File: src/rtl/crack_sequencer.sv
// Password-crack controller: loads a target hash, then runs a dictionary pass and (with CRACK_BRUTE_EN) a brute-force pass.
// Single outstanding hash request; abort returns to IDLE with attempts frozen.
module crack_sequencer #(
   parameter int DATA_W     = 128,
   parameter int ADDR_W     = 8,
   parameter int DICT_START = 1,
   parameter int DICT_SIZE  = 3,
   parameter int BRUTE_MAX  = 10,
   parameter int MEM_LAT    = 1
) (
   input  logic              clk,
   input  logic              reset,
   input  logic              start,
   input  logic              abort,
   output logic              mem_rd_en,
   output logic [ADDR_W-1:0] mem_addr,
   input  logic [DATA_W-1:0] mem_rdata,
   output logic              hash_req,
   input  logic              hash_ack,
   output logic [DATA_W-1:0] hash_in,
   input  logic              hash_valid,
   input  logic [DATA_W-1:0] hash_out,
   output logic [2:0]        state,
   output logic [2:0]        led,
   output logic              busy,
   output logic              done,
   output logic              found,
   output logic [DATA_W-1:0] found_word,
   output logic [31:0]       attempts
);

   typedef enum logic [2:0] {
      S_IDLE = 3'd0, S_LOAD = 3'd1, S_DICT = 3'd2,
      S_BRUTE = 3'd3, S_SUCCESS = 3'd4, S_FAIL = 3'd5
   } state_t;

   // Sub-step within LOAD/DICT/BRUTE: issue read, wait for data, request hash, wait for result.
   typedef enum logic [1:0] {P_RD, P_WAIT, P_REQ, P_RES} phase_t;

   localparam logic [ADDR_W-1:0] DICT_FIRST = ADDR_W'(DICT_START);
   localparam logic [ADDR_W-1:0] DICT_LAST  = ADDR_W'(DICT_START + DICT_SIZE - 1);
   localparam logic [7:0]        LAT        = 8'(MEM_LAT);

   generate
      if (MEM_LAT < 1 || MEM_LAT > 255 || BRUTE_MAX < 0 || DICT_SIZE < 0 ||
          (DICT_SIZE > 0 && DICT_START + DICT_SIZE - 1 >= (1 << ADDR_W))) begin : g_bad_cfg
         $error("crack_sequencer: illegal parameter combination");
      end
   endgenerate

   state_t             st, st_n;
   phase_t             ph, ph_n;
   logic [7:0]         lat, lat_n;
   logic [ADDR_W-1:0]  addr, addr_n;
   logic [DATA_W-1:0]  target, target_n;
   logic [DATA_W-1:0]  cand, cand_n;
   logic [DATA_W-1:0]  fw_n;
   logic [31:0]        att_n;
   logic [2:0]         led_n;
   logic               done_n;
   logic               exhaust;
`ifdef CRACK_BRUTE_EN
   logic [31:0]        cnt, cnt_n, cnt_inc;
`endif

   always_ff @(posedge clk) begin
      if (!reset) begin
         st         <= S_IDLE;
         ph         <= P_RD;
         lat        <= '0;
         addr       <= '0;
         target     <= '0;
         cand       <= '0;
         found_word <= '0;
         attempts   <= '0;
         led        <= '0;
         done       <= 1'b0;
`ifdef CRACK_BRUTE_EN
         cnt        <= '0;
`endif
      end else begin
         st         <= st_n;
         ph         <= ph_n;
         lat        <= lat_n;
         addr       <= addr_n;
         target     <= target_n;
         cand       <= cand_n;
         found_word <= fw_n;
         attempts   <= att_n;
         led        <= led_n;
         done       <= done_n;
`ifdef CRACK_BRUTE_EN
         cnt        <= cnt_n;
`endif
      end
   end

   always_comb begin
      st_n     = st;
      ph_n     = ph;
      lat_n    = lat;
      addr_n   = addr;
      target_n = target;
      cand_n   = cand;
      fw_n     = found_word;
      att_n    = attempts;
      exhaust  = 1'b0;
`ifdef CRACK_BRUTE_EN
      cnt_n    = cnt;
      cnt_inc  = cnt + 32'd1;
`endif
      case (st)
         S_IDLE, S_SUCCESS, S_FAIL: begin
            if (start) begin
               fw_n   = '0;
               att_n  = '0;
               st_n   = S_LOAD;
               ph_n   = P_RD;
               addr_n = '0;
            end
         end
         S_LOAD, S_DICT, S_BRUTE: begin
            case (ph)
               P_RD: begin
                  ph_n  = P_WAIT;
                  lat_n = 8'd1;
               end
               P_WAIT: begin
                  if (lat != LAT) begin
                     lat_n = lat + 8'd1;
                  end else if (st == S_LOAD) begin
                     target_n = mem_rdata;
                     if (DICT_SIZE == 0) begin
                        exhaust = 1'b1;
                     end else begin
                        st_n   = S_DICT;
                        ph_n   = P_RD;
                        addr_n = DICT_FIRST;
                     end
                  end else begin
                     cand_n = mem_rdata;
                     ph_n   = P_REQ;
                  end
               end
               P_REQ: begin
                  if (hash_ack) ph_n = P_RES;
               end
               P_RES: begin
                  if (hash_valid) begin
                     att_n = attempts + 32'd1;
                     if (hash_out == target) begin
                        fw_n = cand;
                        st_n = S_SUCCESS;
                     end else if (st == S_DICT) begin
                        if (addr == DICT_LAST) begin
                           exhaust = 1'b1;
                        end else begin
                           addr_n = addr + ADDR_W'(1);
                           ph_n   = P_RD;
                        end
                     end
`ifdef CRACK_BRUTE_EN
                     else begin
                        cnt_n  = cnt_inc;
                        cand_n = DATA_W'(cnt_inc);
                        if (cnt_inc == 32'(BRUTE_MAX)) st_n = S_FAIL;
                        else                           ph_n = P_REQ;
                     end
`endif
                  end
               end
            endcase
            // Out of dictionary words: fall through to the brute pass when it exists.
            if (exhaust) begin
`ifdef CRACK_BRUTE_EN
               if (BRUTE_MAX == 0) begin
                  st_n = S_FAIL;
               end else begin
                  st_n   = S_BRUTE;
                  ph_n   = P_REQ;
                  cand_n = '0;
                  cnt_n  = '0;
               end
`else
               st_n = S_FAIL;
`endif
            end
            // Abort outranks a same-cycle result, including a match.
            if (abort) begin
               st_n  = S_IDLE;
               ph_n  = P_RD;
               att_n = attempts;
               fw_n  = found_word;
            end
         end
         default: st_n = S_IDLE;
      endcase

      case (st)
         S_IDLE:                  led_n = 3'b011;
         S_LOAD, S_DICT, S_BRUTE: led_n = 3'b100;
         S_SUCCESS:               led_n = 3'b010;
         S_FAIL:                  led_n = 3'b001;
         default:                 led_n = 3'b000;
      endcase
      done_n = (st_n == S_SUCCESS || st_n == S_FAIL) && !(st == S_SUCCESS || st == S_FAIL);
   end

   assign state     = st;
   assign busy      = (st == S_LOAD) || (st == S_DICT) || (st == S_BRUTE);
   assign found     = (st == S_SUCCESS);
   assign mem_rd_en = (st == S_LOAD || st == S_DICT) && (ph == P_RD);
   assign mem_addr  = addr;
   assign hash_req  = (st == S_DICT || st == S_BRUTE) && (ph == P_REQ);
   assign hash_in   = cand;

endmodule

File: config.mk
export PLATFORM = sky130hd
export DESIGN_NAME = crack_sequencer
export DESIGN_NICKNAME = d
export VERILOG_FILES = /design/src/rtl/crack_sequencer.sv
export SDC_FILE = /design/constraint.sdc
export NUM_CORES = 1
export LEC_CHECK = 0
export ABC_AREA = 0
export CAP_MARGIN = 5
export CORE_AREA = 2 2 221 223
export CTS_BUF_LIST = sky130_fd_sc_hd__clkbuf_4 sky130_fd_sc_hd__clkbuf_8 sky130_fd_sc_hd__clkbuf_16
export CTS_CLUSTER_SIZE = 25
export DETAILED_ROUTE_END_ITERATION = 16
export DIE_AREA = 0 0 223 225
export PLACE_DENSITY = 0.71
export SETUP_SLACK_MARGIN = 0.2
export SYNTH_ARGS = -nofsm -noshare
export SYNTH_HDL_FRONTEND = slang
export SYNTH_SLANG_ARGS = --single-unit
File: constraint.sdc
create_clock -name clk -period 2.35 [get_ports clk]
set_input_delay 0.3525 -clock clk [delete_from_list [all_inputs] [get_ports clk]]
set_output_delay 0.3525 -clock clk [all_outputs]
set_load 0.005 [all_outputs]
; Word-level counts from Yosys, hierarchy flattened
; Index checks and enable logic that the tools add are counted.
[totals]
regBits = 441
elab_cells = 118
in_bits = 262
[classes]
add_sub_neg = 3
n_eq_ne = 32
reduce_logical = 22
bitwise = 2
mux = 49
[ops]
columns = operator, count
row1 = two-way mux 128 bit, 5
row2 = case mux 128 bit (2 select lines), 1
row3 = equality test 128 bit, 1
row4 = two-way mux 32 bit, 4
row5 = two-way mux 8 bit, 8
row6 = case mux 32 bit (2 select lines), 1
row7 = case mux 8 bit (2 select lines), 3
row8 = "adder 32 x 1 -> 32 bit, second input constant", 1
row9 = "!= test 4 bit, second input constant", 6
row10 = two-way mux 3 bit, 7
row11 = two-way mux 2 bit, 9
row12 = "!= test 3 bit, second input constant", 6
row13 = "adder 8 x 1 -> 8 bit, second input constant", 2
row14 = "equality test 3 bit, second input constant", 4
row15 = case mux 3 bit (2 select lines), 2
row16 = case mux 3 bit (4 select lines), 1
row17 = "!= test 2 bit, second input constant", 5
row18 = AND reduction 9 bit, 1
row19 = "equality test 8 x 2 -> 1 bit, second input constant", 1
row20 = "!= test 8 x 1 -> 1 bit, second input constant", 1
row21 = case mux 2 bit (4 select lines), 1
row22 = AND reduction 4 bit, 2
row23 = AND reduction 8 bit, 1
row24 = "equality test 3 x 2 -> 1 bit, second input constant", 2
row25 = other kinds (18), 33

; Longest topological paths before layout
; Gate-level depths: netlist of run 1.
[depth]
word_depth = 13
depth_mapped = 10
mapped_depth_nobuf = 9

; Least setup slack after synthesis of run 1
; No wires, ideal clock.
[synth_path]
path_type = reg2reg
start = register lat[0]
end = register target[11]
stages_incl_launch_ff = 10
n_path_buf = 2
setup_slack_ns = 0.156
arrival_ns = 2.072
period_less_slack_ns = 2.194
cell_sequence = dfxtp_1 > ha_1 > nor4b_2 > nand2_1 > or3_1 > or3_1 > clkbuf_1 > clkbuf_1 > nand2_1 > a21boi_0
[synth_between]
elab_chain_cells = 3
[synth_rtl]
columns = item, line_no
row1 = from (decl), 53  ; logic [7:0] lat, lat_n;
row2 = from (signal assigned), 84  ; lat <= lat_n;
row3 = != test 8 x 1 -> 1 bit, 129  ; if (lat != LAT) begin
row4 = NOT 1 bit (no source line), n/a
row5 = AND reduction 4 bit (no source line), n/a
row6 = to (signal assigned), 86  ; target <= target_n;
row7 = to (decl), 55  ; logic [DATA_W-1:0] target, target_n;
; Every way passes these cells.
; A chain may end at the register's enable or synchronous reset.

; Worst setup path in the final report of run 1
[layout_path]
start = register target[0]
end = register found_word[59]
[layout_between]
elab_chain_cells = 3
[layout_rtl]
columns = item, line_no
row1 = equality test 128 bit, 151  ; if (hash_out == target) begin
row2 = != test 2 bit (no source line), n/a
row3 = AND reduction 6 bit (no source line), n/a
row4 = to (signal assigned), 88  ; found_word <= fw_n;
row5 = to (decl), 28  ; output logic [DATA_W-1:0] found_word,
; Every way passes these cells.

==> impl_metrics.ini, run 1 <==
[layout]
stdcell_count = 3631
drive_above_1_share = 0.187
mostFrequentLayoutCells = 565 x clkdlybuf4s50_1, 436 x dfxtp_1, 422 x nand2_1, 145 x nor2_1, 139 x xor2_1
synthToLayoutAreaGrowth_pct = 61.0
final_common_cell = clkdlybuf4s50_1
nets = 3233
fillers = 3830

[clocking]
cts.sinks = 441
clk_pin_slew_worst_paths_ns = 0.06
cts_max_level = 2
root_buffer = clkbuf_16
cts_tree = done
holdBufCountCts = 0
clk_latency_ns = 0.58
numCtsBuffers = 48
clock_tree.buffer_depth = 3

[min_path]
min_from = reset
whs_endpoint = found_word[100]
hold_path.class = in -> reg
min_path_cells = 2

[sta]
finalHoldViolations = 0
min_period_over_period = 1.31
slew_headroom = 0.447
setup_viol = 398
fmax_mhz = 325
maxSlewViolCount = 0
rsz0062_at_grt = true
period_needed_ns = 3.08
layout_setup_ws_ns = -0.725
fin_skew_ns = 0.0209
tightest_slew_ns = 0.826
fin_setup_tns_ns = -125.13

[drt]
route.vias.total = 19100
final_antenna_net_count = 0
dr.pass1.iters = 5
wl_mm = 82.8
via_per_inst = 5.27
avgRoutedWirePerCell_um = 22.8
drc = 0
drt_iter0_drc = 1492

[floorplanning]
die_area_mm2 = 0.0502
fp.dieH_um = 225
initial_core_util = 0.402
io_pins = 569
design.core.area_mm2 = 0.0475
rows = 80
die_x_um = 223

[synthesis]
avgSynthCellArea_um2 = 8.23
syn_nets = 2586
synth_area_mm2 = 0.0191
yosysWarnings = 0
yosysSeqAreaShare = 0.462
netlist_instances = 2320
ys_types = 57
async_reset_ff_frac = 0
synth_seq_cells = 441
synth_edf_count = 0
synth_top_flop_cell = dfxtp_1

[global_route]
grt_max_degree = 174
grt_pass1_wl_mm = 114
grt_use_met3 = 0.0630
grt_use_met1 = 0.366
overflow = 0
grt_pass1_vias = 18500
antenna_found_initial = 18
top_usage_layer = met2
grt_usage = 0.299
met2_usage = 0.516

[flow_run]
maxCapViolations = 0

[setup_path]
crit_path_end_kind = register
slowest_stage = nor4_4
worstSetupPathType = reg -> reg
crit_path_cell_trace = xor2_1 > nor4_4 > nand4_1 > nor4_2 > buf_4 > nand3_4 > buf_12 > clkbuf_16 > and3_1 > o21a_1
required_ns = 2.82
reg2regPathDepth = 10
r2r_end = found_word[59]
cp_num_buf_inv = 3
worst_path_dominant_cell_family = simple AND/OR/NAND/NOR gates
cp_max_fo = 13
cp.arrival_ns = 3.55
slowest_delay_ns = 0.46
rr_startpoint = target[0]
crit_path_start_kind = register
path_depth = 10
regToRegSetupSlack_ns = -0.73

[place]
gp_congestion = 0.898
hpwlAfterDp_mm = 52.6
port_buffers = 568
dp_cells = 3453

[power_and_ir_drop]
p_total_uw = 16300
ir_drop_mv = 0.665
p_per_area_mw_per_mm2 = 531
leakage_uw = 0.0113

[run_status]
status = finished, violations left
violations = negative setup slack
-- power breakdown --
group / total, uW / switching (uW) / internal (uW)
registers: 7500 / 11.8 / 7490
clock network: 7720 / 3130 / 4580
logic: 1110 / 493 / 619
-- Yosys cell counts (all sizes together) (3+ instances only) --
cell type | n | share of area
or3 | 11 | 0.0036
a31oi | 3 | 0.00098
inv | 140 | 0.028
and4 | 5 | 0.0023
xnor2 | 18 | 0.0083
a21boi | 257 | 0.10
nand2b | 5 | 0.0016
clkbuf | 123 | 0.024
buf | 29 | 0.0079
a21oi | 20 | 0.0052
nand4 | 14 | 0.0046
ha | 4 | 0.0026
nor2b | 4 | 0.0013
nor3 | 9 | 0.0029
a211o | 4 | 0.0018
nor3b | 3 | 0.0012
and3 | 144 | 0.047
xor2 | 139 | 0.064
and2 | 6 | 0.0020
nor4 | 37 | 0.013
o21a | 129 | 0.051
nand3 | 17 | 0.0045
o21ai | 17 | 0.0045
dfxtp | 441 | 0.46
nor2 | 178 | 0.036
nand2 | 537 | 0.11
-- registers in the layout, indices dropped and copies added (netlist names) --
signal / flops
found_word: 128
hash_in: 128
target: 128
attempts: 32
lat: 8
mem_addr: 8
led: 3
state: 3
ph: 2
done: 1
-- kinds of logic after synthesis --
logic type / count (synthesis) / synth area share
compound gates: 451 / 0.175
flops: 441 / 0.462
simple gates: 974 / 0.228
fa+ha+maj: 4 / 0.00262
mux: 1 / 0.000524
buf+inv: 292 / 0.0597
xor+xnor: 157 / 0.0720
-- what timing repair did --
item                                    4_1_cts  5_1_grt
gates cloned                                 31       19
endpoints found under the setup margin      403      410
gates resized for setup                     118      371
buffers inserted                             18       11
pin swaps                                    38      162
-- worst register-to-register path, cell delays in order, from the launching register on --
cell       delay, ns
dfxtp_1         0.39
xor2_1          0.27
nor4_4          0.47
nand4_1         0.39
nor4_2          0.40
buf_4           0.18
nand3_4         0.11
buf_12          0.20
clkbuf_16       0.21
and3_1          0.19
o21a_1          0.16
-- how the worst max path moves through the flow --
| stage | start | endpoint | slack (ns) |
|---|---|---|---|
| 2_1_floorplan | lat[0] | hash_in[100] | 0.18 |
| 3_3_place_gp | hash_out[67] | found_word[3] | -1.62 |
| 3_5_place_dp | hash_out[0] | found_word[3] | -1.72 |
| 4_1_cts | target[67] | found_word[59] | -0.61 |
| 5_1_grt | target[67] | found_word[48] | -0.70 |
| 6_report | target[0] | found_word[59] | -0.73 |
-- per-layer routing --
metal,up-vias,share of wire
met5,-,0.00053
met4,6,0.036
met3,176,0.071
met2,801,0.49
met1,9227,0.41
li1,8909,-
-- through the flow --
step	util	instance area (um2)	setup WS (ns)	hold slack (ns)
6_report	0.647	30800	-0.725	0.0817
5_1_grt	0.647	30800	-0.702	0.0740
4_1_cts	0.610	29000	-0.612	0.0496
3_5_place_dp	0.547	26000	-1.72	0.454
3_3_place_gp	0.547	26000	-1.62	0.448
2_1_floorplan	-	19100	0.183	0.442
-- layout make-up --
| cell class | instances | area (um2) | area share |
|---|---|---|---|
| Sequential cell | 441 | 8830 | 0.287 |
| Antenna cell | 14 | 35.0 | 0.00114 |
| Clock buffer | 78 | 1510 | 0.0490 |
| Inverter | 140 | 528 | 0.0172 |
| Tap cell | 615 | 769 | 0.0250 |
| Timing Repair Buffer | 747 | 8450 | 0.275 |
| Multi-Input combinational cell | 1589 | 10600 | 0.343 |
| Clock inverter | 7 | 87.6 | 0.00285 |
No activity file was read; power rests on OpenSTA's default activity.
==> inputs of run 2 (changes only) <==
Settings changed: CELL_PAD_IN_SITES_DETAIL_PLACEMENT set to 2, CELL_PAD_IN_SITES_GLOBAL_PLACEMENT set to 2, CORE_AREA 2 2 221 223 to not set, CORE_MARGIN set to 2, CORE_UTILIZATION set to 27, DIE_AREA 0 0 223 225 to not set, PLACE_DENSITY 0.71 to 0.81.
==> impl_metrics.ini, run 2 (same netlist as run 1, synthesis figures left out) <==
[floorplanning]
die_area_mm2 = 0.0729
design.core.area_mm2 = 0.0700
initial_core_util = 0.273
die_x_um = 270
io_pins = 569
fp.dieH_um = 270
rows = 97

[sta]
maxSlewViolCount = 0
fin_skew_ns = 0.0514
layout_setup_ws_ns = -0.876
min_period_over_period = 1.37
slew_headroom = 0.388
tightest_slew_ns = 0.918
period_needed_ns = 3.23
rsz0062_at_grt = true
finalHoldViolations = 0
setup_viol = 362
fmax_mhz = 310

[clocking]
cts_tree = done
clock_tree.buffer_depth = 3
numCtsBuffers = 54
root_buffer = clkbuf_16
clk_latency_ns = 0.63
cts_max_level = 2
clk_pin_slew_worst_paths_ns = 0.07
cts.sinks = 441

[layout]
final_common_cell = clkdlybuf4s50_1
mostFrequentLayoutCells = 563 x clkdlybuf4s50_1, 430 x dfxtp_1, 254 x nand2_1, 205 x nand2_4, 173 x a21boi_2
drive_above_1_share = 0.307
final_util = 0.486
fillers = 7130
nets = 3302
register_area_mm2 = 0.00885
multi_input_area_mm2 = 0.0122
synthToLayoutAreaGrowth_pct = 78.3

[place]
hpwlAfterDp_mm = 68.1
port_buffers = 568
gp_congestion = 0.813
dpl_worst_slack_ns = -2.03

[setup_path]
required_ns = 2.85
worstSetupPathType = reg -> reg
crit_path_start_kind = register
cp.arrival_ns = 3.73
cp_max_fo = 10
crit_path_end_kind = register

[run_status]
violations = negative setup slack
status = finished, violations left

[power_and_ir_drop]
intPower_uw = 13800
p_total_uw = 18200
switching_power_uw = 4360
switching_share = 0.240
pwr-share-clk = 0.517
p_comb_frac = 0.071
ir_drop_mv = 0.567
p_per_area_mw_per_mm2 = 533
power_frac_seq = 0.413
leakage_uw = 0.0124

[global_route]
grt_usage = 0.273
grt_pass1_wl_mm = 150
grt_pass1_vias = 21900
grt_max_degree = 175
overflow = 0
antenna_found_initial = 34

[flow_run]
maxCapViolations = 0

[drt]
final_antenna_net_count = 0
drt_iter0_drc = 1193
avgRoutedWirePerCell_um = 31.8
dr.pass1.iters = 5
via_per_inst = 5.14
route.vias.total = 20800
wl_mm = 129
drc = 0

[min_path]
hold_path.class = in -> reg
## run 2: area by class of cell
type                       count  area share
tap                          940      0.0345
multi-input combinational   1590       0.357
inverter                     140      0.0155
clock inverter                18     0.00878
sequential                   441       0.260
timing repair buffer         809       0.274
clock buffer                  78      0.0479
antenna                       28     0.00206
## run 2: power groups by stage
stage	registers [uW]	clock network [uW]	logic, uW
floorplan	7660	0	317
global placement	7660	0	1090
detailed placement	7660	0	1110
CTS	7500	9330	1150
global route	7490	9810	1320
finish	7500	9380	1280
## run 2: layer usage
metal  GRT usage  routed length (um)  vias to the layer above  part of all wire
met4      0.0925                6560                       18             0.051
met5           0                 111                        -           0.00086
met1       0.317               48900                    10600              0.38
li1            -                   -                     9075                 -
met2       0.495               66400                      731              0.52
met3      0.0581                6710                      319             0.052
## run 2: final timing paths
path                from              to  slack, ns  cells past startpoint
max reg2reg   target[45]  found_word[55]      -0.88                     11
max           target[45]  found_word[55]      -0.88                     11
min                reset          led[0]       0.04                      3
min reg2reg  target[123]     target[123]       0.48                      2
## run 2: per-stage QoR
step	setup TNS [ns]	instances	hold WS (ns)	instance area, um2
after floorplan	0	2320	0.442	19100
after global placement	-278.77	3790	0.450	26500
after detailed placement	-297.03	3790	0.464	26500
after CTS	-97.57	3936	0.00199	30000
after global routing	-191.91	4041	0.0366	34100
final	-131.01	4044	0.0363	34100
## run 2: repair_timing
action,in CTS,in global routing
gates cloned,27,38
endpoints found under the setup margin,408,422
pin swaps,77,252
gates resized for setup,230,903
hold buffers,0,0
buffers inserted,23,42
## run 2: critical path, cell delays in order (launching register included)
cell and delay [ns]:
dfxtp_2 0.34, xor2_2 0.16, buf_4 0.16, nor4_4 0.57, nand4_1 0.43, nor4_2 0.31, buf_4 0.19, nand3_4 0.12
buf_12 0.20, clkbuf_16 0.20, and3_1 0.20, o21a_1 0.19
